[src/rtl/control_fsm_if.sv]
// control_fsm_if: bundles the control sequencer's decode inputs and datapath
// strobes.
//   master : the sequencer side. It receives Instruction, flag_z, flag_c and
//            mem_ready, and drives MUX_sel, ALU_op, mem_req, memory_WE, the
//            register strobes, TMP_load, AB_sel, halted, illegal and dev_state.
//   slave  : the datapath/memory side, with the opposite directions.
interface control_fsm_if #(
  parameter int ADDR_BYTES = 2,
  parameter int OPC_W      = 8
);
  logic [OPC_W-1:0]      Instruction;
  logic                  flag_z;
  logic                  flag_c;
  logic                  mem_ready;
  logic [1:0]            MUX_sel;
  logic [3:0]            ALU_op;
  logic                  mem_req;
  logic                  memory_WE;
  logic                  AR_load;
  logic                  AR_inc;
  logic                  PC_load;
  logic                  PC_inc;
  logic                  AC_load;
  logic                  ZC_load;
  logic                  IR_load;
  logic                  DR_load;
  logic [ADDR_BYTES-1:0] TMP_load;
  logic                  AB_sel;
  logic                  halted;
  logic                  illegal;
  logic [3:0]            dev_state;

  modport master (
    input  Instruction, flag_z, flag_c, mem_ready,
    output MUX_sel, ALU_op, mem_req, memory_WE, AR_load, AR_inc, PC_load,
           PC_inc, AC_load, ZC_load, IR_load, DR_load, TMP_load, AB_sel,
           halted, illegal, dev_state
  );

  modport slave (
    output Instruction, flag_z, flag_c, mem_ready,
    input  MUX_sel, ALU_op, mem_req, memory_WE, AR_load, AR_inc, PC_load,
           PC_inc, AC_load, ZC_load, IR_load, DR_load, TMP_load, AB_sel,
           halted, illegal, dev_state
  );
endinterface

[src/rtl/control_fsm.sv]
// control_fsm: control sequencer for the accumulator CPU. It fetches an
// opcode, decodes it, and then fetches an immediate byte or ADDR_BYTES
// operand address bytes (MSB first). After that it runs a jump or a
// load/store. Every memory transfer waits on mem_ready.
// Ports:
//   clk : rising-edge clock.
//   rst : asynchronous active-low reset.
//   bus : control_fsm_if.master. It carries the opcode, the flags and
//         mem_ready in, and the datapath strobes, halted, illegal and
//         dev_state out.
// Outputs are combinational from the state, the byte counter, Instruction,
// the flags and mem_ready. They are all forced quiet while rst is low.
module control_fsm #(
  parameter int ADDR_BYTES = 2,
  parameter int OPC_W      = 8
) (
  input logic          clk,
  input logic          rst,
  control_fsm_if.master bus
);
  typedef enum logic [3:0] {
    S_FETCH = 4'd0, S_IR = 4'd1, S_DEC = 4'd2, S_IMM = 4'd3, S_OPND = 4'd4,
    S_JUMP = 4'd5, S_ADDR = 4'd6, S_MEM = 4'd7, S_HALT = 4'd8
  } state_t;

  typedef enum logic [3:0] {
    C_NOP, C_MVA, C_ALU_DR, C_ALU_UN, C_IMM, C_MEMREF, C_JUMP, C_HLT, C_ILL
  } op_class_t;

  localparam logic [OPC_W-1:0] OP_NOP  = OPC_W'(8'h00);
  localparam logic [OPC_W-1:0] OP_LDI  = OPC_W'(8'h01);
  localparam logic [OPC_W-1:0] OP_LDA  = OPC_W'(8'h02);
  localparam logic [OPC_W-1:0] OP_STA  = OPC_W'(8'h03);
  localparam logic [OPC_W-1:0] OP_MVA  = OPC_W'(8'h04);
  localparam logic [OPC_W-1:0] OP_JMP  = OPC_W'(8'h05);
  localparam logic [OPC_W-1:0] OP_JMPZ = OPC_W'(8'h06);
  localparam logic [OPC_W-1:0] OP_JPNZ = OPC_W'(8'h07);
  localparam logic [OPC_W-1:0] OP_ADD  = OPC_W'(8'h08);
  localparam logic [OPC_W-1:0] OP_ADDI = OPC_W'(8'h09);
  localparam logic [OPC_W-1:0] OP_SUB  = OPC_W'(8'h0A);
  localparam logic [OPC_W-1:0] OP_SUBI = OPC_W'(8'h0B);
  localparam logic [OPC_W-1:0] OP_CLA  = OPC_W'(8'h0C);
  localparam logic [OPC_W-1:0] OP_AND  = OPC_W'(8'h0D);
  localparam logic [OPC_W-1:0] OP_OR   = OPC_W'(8'h0E);
  localparam logic [OPC_W-1:0] OP_XOR  = OPC_W'(8'h0F);
  localparam logic [OPC_W-1:0] OP_NOT  = OPC_W'(8'h10);
  localparam logic [OPC_W-1:0] OP_JMPC = OPC_W'(8'h11);
  localparam logic [OPC_W-1:0] OP_JPNC = OPC_W'(8'h12);
  localparam logic [OPC_W-1:0] OP_HLT  = OPC_W'(8'h13);

  localparam logic [1:0] MUX_ACC = 2'b00;
  localparam logic [1:0] MUX_DR  = 2'b01;
  localparam logic [1:0] MUX_MEM = 2'b11;
  localparam logic [1:0] K_INIT  = 2'(ADDR_BYTES - 1);

  state_t                state_r, state_nxt_s;
  logic [1:0]            k_r, k_nxt_s;
  op_class_t             cls_s;
  logic [3:0]            alu_s;
  logic                  jump_taken_s;
  logic [ADDR_BYTES-1:0] k_onehot_s;
  logic [1:0]            mux_s;
  logic                  mem_req_s, we_s, ar_load_s, ar_inc_s, pc_load_s, pc_inc_s;
  logic                  ac_load_s, zc_load_s, ir_load_s, dr_load_s;
  logic                  ab_sel_s, halted_s, illegal_s;
  logic [ADDR_BYTES-1:0] tmp_load_s;

  // Temp address byte k is loaded through a one-hot strobe.
  assign k_onehot_s = ADDR_BYTES'(1) << k_r;

  // Sort the current opcode into the groups that share a control sequence.
  always_comb begin
    cls_s = C_ILL;
    case (bus.Instruction)
      OP_NOP:                                cls_s = C_NOP;
      OP_MVA:                                cls_s = C_MVA;
      OP_ADD, OP_SUB, OP_AND, OP_OR, OP_XOR: cls_s = C_ALU_DR;
      OP_CLA, OP_NOT:                        cls_s = C_ALU_UN;
      OP_LDI, OP_ADDI, OP_SUBI:              cls_s = C_IMM;
      OP_LDA, OP_STA:                        cls_s = C_MEMREF;
      OP_JMP, OP_JMPZ, OP_JPNZ, OP_JMPC, OP_JPNC: cls_s = C_JUMP;
      OP_HLT:                                cls_s = C_HLT;
      default:                               cls_s = C_ILL;
    endcase
  end

  // ALU operation follows the opcode alone; unlisted opcodes select ZERO.
  always_comb begin
    alu_s = 4'd0;
    case (bus.Instruction)
      OP_ADD, OP_ADDI: alu_s = 4'd2;
      OP_SUB, OP_SUBI: alu_s = 4'd3;
      OP_AND:          alu_s = 4'd4;
      OP_OR:           alu_s = 4'd5;
      OP_XOR:          alu_s = 4'd6;
      OP_NOT:          alu_s = 4'd7;
      default:         alu_s = 4'd0;
    endcase
  end

  // Jump condition, using the flags as seen in the jump cycle itself.
  always_comb begin
    jump_taken_s = 1'b0;
    case (bus.Instruction)
      OP_JMP:  jump_taken_s = 1'b1;
      OP_JMPZ: jump_taken_s = bus.flag_z;
      OP_JPNZ: jump_taken_s = ~bus.flag_z;
      OP_JMPC: jump_taken_s = bus.flag_c;
      OP_JPNC: jump_taken_s = ~bus.flag_c;
      default: jump_taken_s = 1'b0;
    endcase
  end

  // State and operand byte counter registers.
  always_ff @(posedge clk or negedge rst) begin
    if (!rst) begin
      state_r <= S_FETCH;
      k_r     <= K_INIT;
    end else begin
      state_r <= state_nxt_s;
      k_r     <= k_nxt_s;
    end
  end

  // Next-state and strobe decode.
  always_comb begin
    state_nxt_s = state_r;
    k_nxt_s     = k_r;
    mux_s       = MUX_ACC;
    mem_req_s   = 1'b0;
    we_s        = 1'b0;
    ar_load_s   = 1'b0;
    ar_inc_s    = 1'b0;
    pc_load_s   = 1'b0;
    pc_inc_s    = 1'b0;
    ac_load_s   = 1'b0;
    zc_load_s   = 1'b0;
    ir_load_s   = 1'b0;
    dr_load_s   = 1'b0;
    tmp_load_s  = '0;
    ab_sel_s    = 1'b0;
    halted_s    = 1'b0;
    illegal_s   = 1'b0;
    case (state_r)
      S_FETCH: begin
        ab_sel_s    = 1'b1;
        ar_load_s   = 1'b1;
        state_nxt_s = S_IR;
      end
      S_IR: begin
        mem_req_s = 1'b1;
        mux_s     = MUX_MEM;
        if (bus.mem_ready) begin
          ir_load_s   = 1'b1;
          pc_inc_s    = 1'b1;
          ar_inc_s    = 1'b1;
          state_nxt_s = S_DEC;
        end else begin
          state_nxt_s = S_IR;
        end
      end
      S_DEC: begin
        state_nxt_s = S_FETCH;
        case (cls_s)
          C_NOP: state_nxt_s = S_FETCH;
          C_MVA: begin
            mux_s     = MUX_ACC;
            dr_load_s = 1'b1;
          end
          C_ALU_DR: begin
            mux_s     = MUX_DR;
            ac_load_s = 1'b1;
            zc_load_s = 1'b1;
          end
          C_ALU_UN: begin
            ac_load_s = 1'b1;
            zc_load_s = 1'b1;
          end
          C_IMM:    state_nxt_s = S_IMM;
          C_MEMREF, C_JUMP: begin
            k_nxt_s     = K_INIT;
            state_nxt_s = S_OPND;
          end
          C_HLT:    state_nxt_s = S_HALT;
          default:  illegal_s = 1'b1;
        endcase
      end
      S_IMM: begin
        mem_req_s = 1'b1;
        mux_s     = MUX_MEM;
        if (bus.mem_ready) begin
          ac_load_s   = 1'b1;
          pc_inc_s    = 1'b1;
          ar_inc_s    = 1'b1;
          // LDI leaves the zero flag alone; the arithmetic immediates update it.
          zc_load_s   = (bus.Instruction == OP_ADDI) || (bus.Instruction == OP_SUBI);
          state_nxt_s = S_FETCH;
        end else begin
          state_nxt_s = S_IMM;
        end
      end
      S_OPND: begin
        mem_req_s = 1'b1;
        mux_s     = MUX_MEM;
        if (bus.mem_ready) begin
          tmp_load_s = k_onehot_s;
          pc_inc_s   = 1'b1;
          ar_inc_s   = 1'b1;
          if (k_r == 2'd0) begin
            state_nxt_s = (cls_s == C_JUMP) ? S_JUMP : S_ADDR;
          end else begin
            k_nxt_s = k_r - 2'd1;
          end
        end else begin
          state_nxt_s = S_OPND;
        end
      end
      S_JUMP: begin
        pc_load_s   = jump_taken_s;
        state_nxt_s = S_FETCH;
      end
      S_ADDR: begin
        ab_sel_s    = 1'b0;
        ar_load_s   = 1'b1;
        state_nxt_s = S_MEM;
      end
      S_MEM: begin
        mem_req_s = 1'b1;
        if (bus.Instruction == OP_STA) begin
          mux_s = MUX_ACC;
          we_s  = 1'b1;
        end else begin
          mux_s     = MUX_MEM;
          ac_load_s = bus.mem_ready;
        end
        state_nxt_s = bus.mem_ready ? S_FETCH : S_MEM;
      end
      S_HALT:  halted_s = 1'b1;
      default: state_nxt_s = S_FETCH;
    endcase
  end

  // Drive the interface, holding everything quiet while reset is asserted.
  always_comb begin
    bus.dev_state = state_r;
    if (!rst) begin
      bus.MUX_sel  = 2'b00;  bus.ALU_op  = 4'd0;  bus.mem_req = 1'b0;
      bus.memory_WE = 1'b0;  bus.AR_load = 1'b0;  bus.AR_inc  = 1'b0;
      bus.PC_load  = 1'b0;   bus.PC_inc  = 1'b0;  bus.AC_load = 1'b0;
      bus.ZC_load  = 1'b0;   bus.IR_load = 1'b0;  bus.DR_load = 1'b0;
      bus.TMP_load = '0;     bus.AB_sel  = 1'b0;  bus.halted  = 1'b0;
      bus.illegal  = 1'b0;
    end else begin
      bus.MUX_sel  = mux_s;      bus.ALU_op  = alu_s;     bus.mem_req = mem_req_s;
      bus.memory_WE = we_s;      bus.AR_load = ar_load_s; bus.AR_inc  = ar_inc_s;
      bus.PC_load  = pc_load_s;  bus.PC_inc  = pc_inc_s;  bus.AC_load = ac_load_s;
      bus.ZC_load  = zc_load_s;  bus.IR_load = ir_load_s; bus.DR_load = dr_load_s;
      bus.TMP_load = tmp_load_s; bus.AB_sel  = ab_sel_s;  bus.halted  = halted_s;
      bus.illegal  = illegal_s;
    end
  end
endmodule
[src/flat_wrapper.sv]
// flat-port wrapper written by rule: the top's interface ports become plain ports
module control_fsm_flat 
#(
  parameter int ADDR_BYTES = 2,
  parameter int OPC_W      = 8
)
  (clk, rst, bus_Instruction, bus_flag_z, bus_flag_c, bus_mem_ready, bus_MUX_sel, bus_ALU_op, bus_mem_req, bus_memory_WE, bus_AR_load, bus_AR_inc, bus_PC_load, bus_PC_inc, bus_AC_load, bus_ZC_load, bus_IR_load, bus_DR_load, bus_TMP_load, bus_AB_sel, bus_halted, bus_illegal, bus_dev_state);
  control_fsm_if #(.ADDR_BYTES(ADDR_BYTES), .OPC_W(OPC_W)) bus_i ();
  input logic clk;
  input logic rst;
  input wire logic [$bits(bus_i.Instruction)-1:0] bus_Instruction;
  input wire logic [$bits(bus_i.flag_z)-1:0] bus_flag_z;
  input wire logic [$bits(bus_i.flag_c)-1:0] bus_flag_c;
  input wire logic [$bits(bus_i.mem_ready)-1:0] bus_mem_ready;
  output wire logic [$bits(bus_i.MUX_sel)-1:0] bus_MUX_sel;
  output wire logic [$bits(bus_i.ALU_op)-1:0] bus_ALU_op;
  output wire logic [$bits(bus_i.mem_req)-1:0] bus_mem_req;
  output wire logic [$bits(bus_i.memory_WE)-1:0] bus_memory_WE;
  output wire logic [$bits(bus_i.AR_load)-1:0] bus_AR_load;
  output wire logic [$bits(bus_i.AR_inc)-1:0] bus_AR_inc;
  output wire logic [$bits(bus_i.PC_load)-1:0] bus_PC_load;
  output wire logic [$bits(bus_i.PC_inc)-1:0] bus_PC_inc;
  output wire logic [$bits(bus_i.AC_load)-1:0] bus_AC_load;
  output wire logic [$bits(bus_i.ZC_load)-1:0] bus_ZC_load;
  output wire logic [$bits(bus_i.IR_load)-1:0] bus_IR_load;
  output wire logic [$bits(bus_i.DR_load)-1:0] bus_DR_load;
  output wire logic [$bits(bus_i.TMP_load)-1:0] bus_TMP_load;
  output wire logic [$bits(bus_i.AB_sel)-1:0] bus_AB_sel;
  output wire logic [$bits(bus_i.halted)-1:0] bus_halted;
  output wire logic [$bits(bus_i.illegal)-1:0] bus_illegal;
  output wire logic [$bits(bus_i.dev_state)-1:0] bus_dev_state;
  assign bus_i.Instruction = bus_Instruction;
  assign bus_i.flag_z = bus_flag_z;
  assign bus_i.flag_c = bus_flag_c;
  assign bus_i.mem_ready = bus_mem_ready;
  assign bus_MUX_sel = bus_i.MUX_sel;
  assign bus_ALU_op = bus_i.ALU_op;
  assign bus_mem_req = bus_i.mem_req;
  assign bus_memory_WE = bus_i.memory_WE;
  assign bus_AR_load = bus_i.AR_load;
  assign bus_AR_inc = bus_i.AR_inc;
  assign bus_PC_load = bus_i.PC_load;
  assign bus_PC_inc = bus_i.PC_inc;
  assign bus_AC_load = bus_i.AC_load;
  assign bus_ZC_load = bus_i.ZC_load;
  assign bus_IR_load = bus_i.IR_load;
  assign bus_DR_load = bus_i.DR_load;
  assign bus_TMP_load = bus_i.TMP_load;
  assign bus_AB_sel = bus_i.AB_sel;
  assign bus_halted = bus_i.halted;
  assign bus_illegal = bus_i.illegal;
  assign bus_dev_state = bus_i.dev_state;
  control_fsm #(.ADDR_BYTES(ADDR_BYTES), .OPC_W(OPC_W)) u_core (.clk(clk), .rst(rst), .bus(bus_i));
endmodule
[config.mk]
export PLATFORM = sky130hd
export DESIGN_NAME = control_fsm_flat
export DESIGN_NICKNAME = d
export VERILOG_FILES = /design/src/rtl/control_fsm_if.sv /design/src/rtl/control_fsm.sv /design/src/flat_wrapper.sv
export SDC_FILE = /design/constraint.sdc
export NUM_CORES = 1
export LEC_CHECK = 0
export ABC_CLOCK_PERIOD_IN_PS = 6100
export CAP_MARGIN = 20
export CORE_AREA = 2 2 46 48
export DETAILED_ROUTE_END_ITERATION = 8
export DIE_AREA = 0 0 48 50
export DONT_BUFFER_PORTS = 1
export GPL_TIMING_DRIVEN = 0
export PLACE_DENSITY = 0.78
export SLEW_MARGIN = 20
export SYNTH_ARGS = -nofsm -noshare
export SYNTH_HDL_FRONTEND = slang
export SYNTH_SLANG_ARGS = --single-unit
[constraint.sdc]
create_clock -name clk -period 6.1 [get_ports clk]
set_clock_uncertainty 0.05 [all_clocks]
set_input_delay 1.83 -clock clk [delete_from_list [all_inputs] [get_ports clk]]
set_output_delay 1.83 -clock clk [all_outputs]
set_load 0.005 [all_outputs]
==> reports/results.ini, run 1 <==
[synthesis]
synth_compound_area_frac = 0.253
seq_area_frac_synth = 0.152
synth_top_family_by_area = simple AND/OR/NAND/NOR gates
synth-seq-cells = 6
syn_area_um2 = 993
synth_area_per_cell_um2 = 7.00
yosys.area_share.xor_xnor = 0.0264
ys_types = 46
synthFlopType = dfrtp_1
ys_warn_count = 0
ys_async_sr_fraction = 1.00
syn_nets = 162
synth_mux_area_frac = 0.0202
synth_edf_count = 0
synth_simple_gate_area_frac = 0.364
synthCells = 142
synth_fa_ha_area_frac = 0.0882

[setup_path]
cp.required_ns = 4.22
crit_chain = inv_1, ha_1, nor2b_1, o211ai_1, nand3_1, a221oi_1
cp.arrival_ns = 3.22
path_buf_inv = 1
cp_max_fo = 5
critPathLaunchType = input port
cp-end-kind = output pin
crit_type = in -> out
slowest_delay_ns = 0.37
critical_path.slowest_cell = o211ai_1
cp_top_family = compound AO/OA/AOI/OAI gates

[sta]
finalCriticalPeriod_ns = 5.10
whs_ns = 0.563
finalWorstSetupSlack_ns = 1.00
slew_viol_final = 0
tightest_slew_ns = 0.551
tns_ns = 0
setup-violations-final = 0
max_freq_mhz = 196
maxSlewHeadroom = 0.623
rsz0062_at_grt = false
hold_viol = 0
period_share = 0.835

[grt]
grt_pass1_wl_mm = 4.06
antenna_found_initial = 0
grt_max_degree = 15
grt_use_total = 0.230
grt_pass1_vias = 994
grt-ovfl-total = 0

[floorplan]
core_um2 = 1900
dieArea_um2 = 2400
dieWidth_um = 48
die_h_um = 50
start_util = 0.522
num_rows = 16
io_pins = 38

[cts]
clk_latency_ns = 0.27
holdBufCountCts = 0
cts_sinks = 6
clk_pin_slew_worst_paths_ns = 0.05
h-tree-depth = 1
cts_setup_buffers = 0
tritoncts.num_buffers = 3
ctsResizeCount = 0
cts_tree = done
root_buffer = clkbuf_4
clockBufferDepth = 2

[place]
dp_cells = 169
dpl_cell_area_um2 = 1030
io_buffers = 0
dpl.hpwl_mm = 2.05
place_worst_setup_slack_ns = 1.02
gp_congestion = 0.874

[pwr]
p_sw_uw = 111
p_per_area_nw_per_um2 = 229
seq_power_share = 0.278
power_leakage_nw = 0.437
combPwrFrac = 0.539
p_sw_frac = 0.462
finalPower_uw = 241
power.internal_uw = 130
p_clk_frac = 0.183
irDropWorstVdd_v = 0.000173

[drt]
drc = 0
totalWireLength_mm = 2.56
top_layer = met4
route.met2.wl_mm = 1.20
wl_met1_mm = 1.08
drt_iter0_drc = 26
vias_per_cell = 6.28
wl_met3_um = 209
wl_per_cell_um = 14.8
ant_nets = 0
vias = 1087
dr.pass1.iters = 4

[final_layout]
num-fill-cells = 186
nets = 167
diodes = 0
finish.instance_area_um2 = 1050
layout-drive-gt1-share = 0.0890
syn_to_final_growth_pct = 6.05
utilization = 0.554
stdcell_count = 173

[status]
outcome = complete, no violations

[min_path]
hold_path.class = reg -> reg

[job]
cap_violations = 0

final cells by class:
type	count	area, um2	share of cell area
buffer	9	50.0	0.0475
clock buffer	4	26.3	0.0249
inverter	11	41.3	0.0392
multi-input combinational	116	751	0.713
sequential	6	151	0.144
tap	27	33.8	0.0321
worst reg2reg max path, cell delays in order (launching register included):
cell	delay (ns)
dfrtp_1	0.40
clkbuf_1	0.36
inv_1	0.20
or4_4	0.57
a211oi_2	0.24
cells in the final DEF, fill, tap and decap left out, drive strengths merged, types with 2 or more instances in the layout:
cell type  netlist  final
a211oi           3      3
a21oi            8      8
a22oi            2      2
and3             3      3
buf              4      4
clkbuf           5      9
dfrtp            5      5
ha               7      7
inv             11     11
mux2i            2      2
nand2           15     15
nand2b           5      5
nand3            6      6
nor2            14     14
nor2b            3      3
nor3             7      7
nor4             3      3
o21ai            8      8
o32ai            2      2
or3              5      5
or3b             2      2
xnor2            3      3
final timing paths:
check,startpoint,to,slack [ns],cells past startpoint
max,bus_Instruction[0],bus_AC_load,1.00,6
min,u_core.k_r[1]$_DFFE_PN0P_,u_core.k_r[1]$_DFFE_PN0P_,0.56,2
max reg2reg,u_core.bus.dev_state[1]$_DFFE_PN0P_,u_core.bus.dev_state[3]$_DFFE_PN0P_,4.20,4
min reg2reg,u_core.k_r[1]$_DFFE_PN0P_,u_core.k_r[1]$_DFFE_PN0P_,0.56,2
max in group asynchronous,rst,u_core.k_r[0]$_DFFE_PN1P_,4.61,0
min in group asynchronous,rst,u_core.bus.dev_state[3]$_DFFE_PN0P_,1.20,0
flip-flops by register name, summed over array words and instances (netlist names):
name                  flops
u_core.k_r                2
u_core.bus.dev_state      4
cells in the mapped netlist (all sizes together) (2+ instances only):
| cell type | number | area (um2) |
|---|---|---|
| nand2 | 15 | 58.8 |
| nor2 | 14 | 52.6 |
| inv | 11 | 41.3 |
| a21oi | 8 | 40.0 |
| o21ai | 8 | 40.0 |
| ha | 7 | 87.6 |
| nor3 | 7 | 35.0 |
| nand3 | 6 | 30.0 |
| clkbuf | 5 | 18.8 |
| dfrtp | 5 | 125 |
| nand2b | 5 | 31.3 |
| or3 | 5 | 31.3 |
| buf | 4 | 31.3 |
| a211oi | 3 | 27.5 |
| and3 | 3 | 18.8 |
| nor2b | 3 | 18.8 |
| nor4 | 3 | 18.8 |
| xnor2 | 3 | 26.3 |
| a22oi | 2 | 15.0 |
| mux2i | 2 | 20.0 |
| o32ai | 2 | 36.3 |
| or3b | 2 | 17.5 |
power by group through the flow:
stage	sequential [mW]	clock [mW]	combinational, mW
5_1_grt	0.0696	0.0471	0.145
3_5_place_dp	0.0674	0	0.128
3_3_place_gp	0.0671	0	0.122
2_1_floorplan	0.0648	0	0.105
4_1_cts	0.0669	0.0450	0.129
6_report	0.0671	0.0442	0.130
cell families (layout without fill, tap and decap cells):
| logic type | Yosys count | in the layout |
|---|---|---|
| buf+inv | 20 | 24 |
| flops | 6 | 6 |
| xor+xnor | 3 | 3 |
| simple gates | 69 | 69 |
| other cells | 1 | 1 |
| mux | 2 | 2 |
| compound gates | 34 | 34 |
| fa+ha+maj | 7 | 7 |
routing by layer:
metal  vias to the layer above  global-route usage
li1                        517                   -
met1                       509               0.290
met2                        52               0.360
met3                         9              0.0513
met4                         0              0.0991
met5                         -                   0
(Power assumes the default switching activity.)
==> run 2: changes to the inputs <==
--- a/config.mk
+++ b/config.mk
@@ -5,14 +5,14 @@
 export SDC_FILE = /design/constraint.sdc
 export NUM_CORES = 1
 export LEC_CHECK = 0
-export ABC_CLOCK_PERIOD_IN_PS = 6100
+export ABC_CLOCK_PERIOD_IN_PS = 4220
 export CAP_MARGIN = 20
 export CORE_AREA = 2 2 46 48
 export DETAILED_ROUTE_END_ITERATION = 8
 export DIE_AREA = 0 0 48 50
 export DONT_BUFFER_PORTS = 1
 export GPL_TIMING_DRIVEN = 0
-export PLACE_DENSITY = 0.78
+export PLACE_DENSITY = 0.8
 export SLEW_MARGIN = 20
 export SYNTH_ARGS = -nofsm -noshare
 export SYNTH_HDL_FRONTEND = slang
==> constraint.sdc (replaced) <==
create_clock -name clk -period 4.22 [get_ports clk]
set_clock_uncertainty 0.05 [all_clocks]
set_input_delay 1.266 -clock clk [delete_from_list [all_inputs] [get_ports clk]]
set_output_delay 1.266 -clock clk [all_outputs]
set_load 0.005 [all_outputs]
==> run 2 against run 1 <==
Setup slack got worse by 0.77 ns. Via count down 1.6%. Die area is the same. Hold slack gained 0.013 ns.
==> reports/results.ini, run 2 (same netlist as run 1, synthesis figures left out) <==
[setup_path]
cp.required_ns = 2.90  ; was 4.22 ns
rr_endpoint = u_core.bus.dev_state[3]$_DFFE_PN0P_  ; unchanged
crit_cells = 4  ; was 6
rr_worst_depth = 4  ; unchanged
cp_max_fo = 5  ; unchanged
cp-end-kind = output pin  ; unchanged
critical_path.slowest_cell = or3_1  ; was o211ai_1
r2r_slack_ns = 2.33  ; was 4.20 ns
cp.arrival_ns = 2.67  ; was 3.22 ns
slowest_delay_ns = 0.46  ; was 0.37 ns
setup.worst_path.end = bus_AC_load  ; unchanged
critPathLaunchType = input port  ; unchanged
crit_chain = or3_1, nor4_1, nand3_1, a221oi_1  ; was inv_1, ha_1, nor2b_1, o211ai_1, nand3_1, a221oi_1
crit_start = bus_Instruction[6]  ; was bus_Instruction[0]
cp_top_family = simple AND/OR/NAND/NOR gates  ; was compound AO/OA/AOI/OAI gates
path_buf_inv = 0  ; was 1
crit_type = in -> out  ; unchanged
rr_startpoint = u_core.bus.dev_state[1]$_DFFE_PN0P_  ; unchanged

[sta]
max_freq_mhz = 251
rsz0062_at_grt = false  ; unchanged
setup-violations-final = 0  ; unchanged
tightest_slew_ns = 0.534  ; was 0.551 ns
maxSlewHeadroom = 0.635  ; was 0.623
tns_ns = 0  ; unchanged
finalCriticalPeriod_ns = 3.99
period_share = 0.944
slew_viol_final = 0  ; unchanged
hold_viol = 0  ; unchanged
finalWorstSetupSlack_ns = 0.235  ; was 1.00 ns

[grt]
grt_max_degree = 15  ; unchanged
antenna_found_initial = 0  ; unchanged
grt_use_total = 0.225  ; was 0.230
grt_pass1_vias = 938  ; was 994
grt-ovfl-total = 0  ; unchanged
grt_pass1_wl_mm = 4.02  ; was 4.06 mm

[floorplan]
io_pins = 38  ; unchanged
start_util = 0.522  ; unchanged
num_rows = 16  ; unchanged
dieArea_um2 = 2400  ; unchanged
dieWidth_um = 48  ; unchanged
die_h_um = 50  ; unchanged
core_um2 = 1900  ; unchanged

[place]
place_worst_setup_slack_ns = 0.246  ; was 1.02 ns
dp_cells = 169  ; unchanged
dpl.hpwl_mm = 2.01  ; was 2.05 mm
io_buffers = 0  ; unchanged
gp_congestion = 0.934  ; was 0.874

[final_layout]
final_cell_mix = nor2_1, nand2_1, inv_1  ; unchanged
syn_to_final_growth_pct = 6.05  ; unchanged
layout-drive-gt1-share = 0.0890  ; unchanged
largest_reg_flops = 4  ; unchanged
nets = 167  ; unchanged
stdcell_count = 173  ; unchanged
diodes = 0  ; unchanged

[min_path]
hold_path.class = reg -> reg  ; unchanged
min_from = u_core.k_r[1]$_DFFE_PN0P_  ; unchanged

[drt]
drc = 0  ; unchanged
ant_nets = 0  ; unchanged
vias_per_cell = 6.18  ; was 6.28
wl_per_cell_um = 14.9  ; was 14.8 um
totalWireLength_mm = 2.59  ; was 2.56 mm
vias = 1070  ; was 1087
dr.pass1.iters = 4  ; unchanged
drt_iter0_drc = 42  ; was 26

[job]
cap_violations = 0  ; unchanged

[cts]
holdBufCountCts = 0  ; unchanged
cts_tree = done  ; unchanged
clk_pin_slew_worst_paths_ns = 0.05  ; about the same
clockBufferDepth = 2  ; unchanged
tritoncts.num_buffers = 3  ; unchanged
h-tree-depth = 1  ; unchanged
cts_setup_buffers = 0  ; unchanged
clk_latency_ns = 0.25  ; was 0.27 ns
root_buffer = clkbuf_4  ; unchanged
ctsResizeCount = 0  ; unchanged
cts_sinks = 6  ; unchanged

[pwr]
power_leakage_nw = 0.437  ; unchanged
p_per_area_nw_per_um2 = 331  ; was 229 nW/um2
irDropWorstVdd_v = 0.000276  ; was 0.000173 V

[status]
outcome = complete, no violations  ; unchanged

==> run 2: cell type report <==
type | count | area, um2
Fill cell | 206 | 848
Multi-Input combinational cell | 116 | 751
Sequential cell | 6 | 151
Buffer | 9 | 50.0
Inverter | 11 | 41.3
Tap cell | 27 | 33.8
Clock buffer | 4 | 26.3
==> run 2: worst register-to-register path: cells and delay by family (launching register included) <==
kind | cells | cell delay [ns]
compound gates | 1 | 0.25
buf+inv | 2 | 0.54
flops | 1 | 0.39
simple gates | 1 | 0.57
==> run 2: layer usage <==
layer | track usage | routed length [um] | share of wire | vias up
li1 | - | - | - | 519
met4 | 0.0450 | 18 | 0.0070 | 0
met2 | 0.347 | 1240 | 0.48 | 51
met1 | 0.285 | 1080 | 0.42 | 498
met5 | 0 | 0 | 0 | -
met3 | 0.103 | 248 | 0.096 | 2
==> run 2: worst min-delay path by stage <==
stage	end	slack (ns)	cells past startpoint
2_1_floorplan	u_core.k_r[1]$_DFFE_PN0P_	0.50	2
3_3_place_gp	u_core.k_r[1]$_DFFE_PN0P_	0.52	2
3_5_place_dp	u_core.k_r[1]$_DFFE_PN0P_	0.55	2
4_1_cts	u_core.k_r[1]$_DFFE_PN0P_	0.57	2
5_1_grt	u_core.k_r[1]$_DFFE_PN0P_	0.59	2
6_report	u_core.k_r[1]$_DFFE_PN0P_	0.58	2
==> run 2: stage by stage <==
step | util | area, um2 | hold slack (ns) | power (mW)
3_5_place_dp | 0.540 | 1030 | 0.554 | 0.285
3_3_place_gp | 0.540 | 1030 | 0.521 | 0.274
2_1_floorplan | - | 993 | 0.495 | 0.245
6_report | 0.554 | 1050 | 0.576 | 0.349
5_1_grt | 0.554 | 1050 | 0.595 | 0.378
4_1_cts | 0.554 | 1050 | 0.569 | 0.348
==> run 2: power breakdown <==
| part | total [mW] | switching (mW) | internal [mW] |
|---|---|---|---|
| Clock | 0.0605 | 0.0245 | 0.0361 |
| Sequential | 0.0982 | 0.0203 | 0.0779 |
| Combinational | 0.190 | 0.116 | 0.0741 |
| Total | 0.349 | 0.161 | 0.188 |
==> variant, RTL diff (config.mk and constraints of run 2) <==
`ADDR_BYTES` is set to 2 in 3 places; all go to 1.
--- a/src/rtl/control_fsm_if.sv
+++ b/src/rtl/control_fsm_if.sv
@@ -5,7 +5,7 @@
 //            register strobes, TMP_load, AB_sel, halted, illegal and dev_state.
 //   slave  : the datapath/memory side, with the opposite directions.
 interface control_fsm_if #(
-  parameter int ADDR_BYTES = 2,
+  parameter int ADDR_BYTES = 1,
   parameter int OPC_W      = 8
 );
   logic [OPC_W-1:0]      Instruction;
--- a/src/rtl/control_fsm.sv
+++ b/src/rtl/control_fsm.sv
@@ -11,7 +11,7 @@
 // Outputs are combinational from the state, the byte counter, Instruction,
 // the flags and mem_ready. They are all forced quiet while rst is low.
 module control_fsm #(
-  parameter int ADDR_BYTES = 2,
+  parameter int ADDR_BYTES = 1,
   parameter int OPC_W      = 8
 ) (
   input logic          clk,
--- a/src/flat_wrapper.sv
+++ b/src/flat_wrapper.sv
@@ -1,7 +1,7 @@
 // flat-port wrapper written by rule: the top's interface ports become plain ports
 module control_fsm_flat 
 #(
-  parameter int ADDR_BYTES = 2,
+  parameter int ADDR_BYTES = 1,
   parameter int OPC_W      = 8
 )
   (clk, rst, bus_Instruction, bus_flag_z, bus_flag_c, bus_mem_ready, bus_MUX_sel, bus_ALU_op, bus_mem_req, bus_memory_WE, bus_AR_load, bus_AR_inc, bus_PC_load, bus_PC_inc, bus_AC_load, bus_ZC_load, bus_IR_load, bus_DR_load, bus_TMP_load, bus_AB_sel, bus_halted, bus_illegal, bus_dev_state);
Interface: changed (resized bus_TMP_load); port bits go from 38 to 37. The function was not compared with the original's and may differ.
==> variant against run 2 <==
Hold slack got worse by 0.089 ns. Area after synthesis fell by 3.7%. Fmax fell by 2.7%. First-iteration DRC count fell by 38%. Worst setup slack got worse by 0.11 ns. Total power fell by 24%. Largest cell class unchanged. Sequential cell count did not move. Synthesized cell count fell by 6.3%. Cell area fell by 2.1%. Wire length fell by 6.8%.
==> variant: results <==
group,metric,value,unit
synthesis,synth_top_cells_by_area,"dfrtp_1 16%, ha_1 7.8%, nor2_1 6.3%",
synthesis,syn_area,957,um^2
setup_path,endpoint_of_the_lowest_slack_register_to_register_path,"u_core.k_r[1]$_DFFE_PN0P_",
finish,multi_input_cells,110,
routing,wl_per_instance,14.8,um
finish,flow.area_growth_from_synthesis,7.71,%
grt,first_pass_grt_wire_length,3.91,mm
min_path,hp-start,"u_core.k_r[0]$_DFFE_PN0P_",
placed_design,placement.cell_area,991,um^2
finish,fill_cells,184,
routing,avgViaCountPerCell,6.14,
synthesis,syn_nets,152,
setup_path,worst_r2r_path_depth,6,
grt,gr-usage-met3,0.0513,
finish,inverters,8,
placed_design,detailedPlacementHpwl,1.81,mm
setup_path,worst-path-max-fanout,6,
placed_design,gpl.final_weighted_congestion,0.892,
synthesis,synth_xor_xnor_area_share,0.0458,
finish,bufAreaShareNonClock,0.0583,
min_path,hold_end,"u_core.k_r[0]$_DFFE_PN0P_",
synthesis,synth.cells.most_frequent,"16 x nor2_1, 13 x nand2_1, 9 x o21ai_0, 8 x inv_1",
setup_path,worst-endpoint-arrival,2.78,ns
clocking,postCtsResizedCells,1,
min_path,timing.hold.worst_path_depth,1,
power_and_ir_drop,total_leakage_power,0.424,nW
outcome,run_status,"completed",
routing,dr.first_iter.drc_count,26,
grt,grt_pass1_vias,895,
routing,drt-met1-wl,1.01,mm
routing,wl,2.41,mm
synthesis,muxShareOfSynthArea,0.0261,
finish,area_taken_by_multi_input_logic_gates,734,um^2
finish,drive_gt1_frac,0.110,
synthesis,synth_fa_ha_area_frac,0.0784,
synthesis,synth.distinct_cells,48,
grt,grt_use_total,0.214,
## variant: per-stage QoR
step           setup slack [ns]  total power [mW]
3_3_place_gp            -0.0173             0.209
3_5_place_dp            -0.0148             0.213
4_1_cts                  0.0440             0.264
6_report                  0.122             0.265
5_1_grt                 0.00962             0.292
2_1_floorplan             0.201             0.189
## variant: power by group
part           total [mW]  internal [mW]  switching [mW]
clock              0.0504         0.0320          0.0184
combinational       0.137         0.0567          0.0802
sequential         0.0781         0.0662          0.0118
## variant: critical path, stage by stage
cell and delay, ns:
inv_1 0.04, ha_1 0.27, mux2_4 0.31, a211oi_4 0.27, a21oi_2 0.11, a2111oi_2 0.33, a21o_1 0.18
## variant: worst max-delay path by stage
stage               depth (start not counted)  slack [ns]        endpoint
floorplan                                   7        0.20  bus_MUX_sel[0]
global placement                            7       -0.02  bus_MUX_sel[0]
detailed placement                          7       -0.01  bus_MUX_sel[0]
CTS                                         7        0.04  bus_MUX_sel[0]
global route                                6        0.01     bus_DR_load
finish                                      7        0.12  bus_MUX_sel[0]
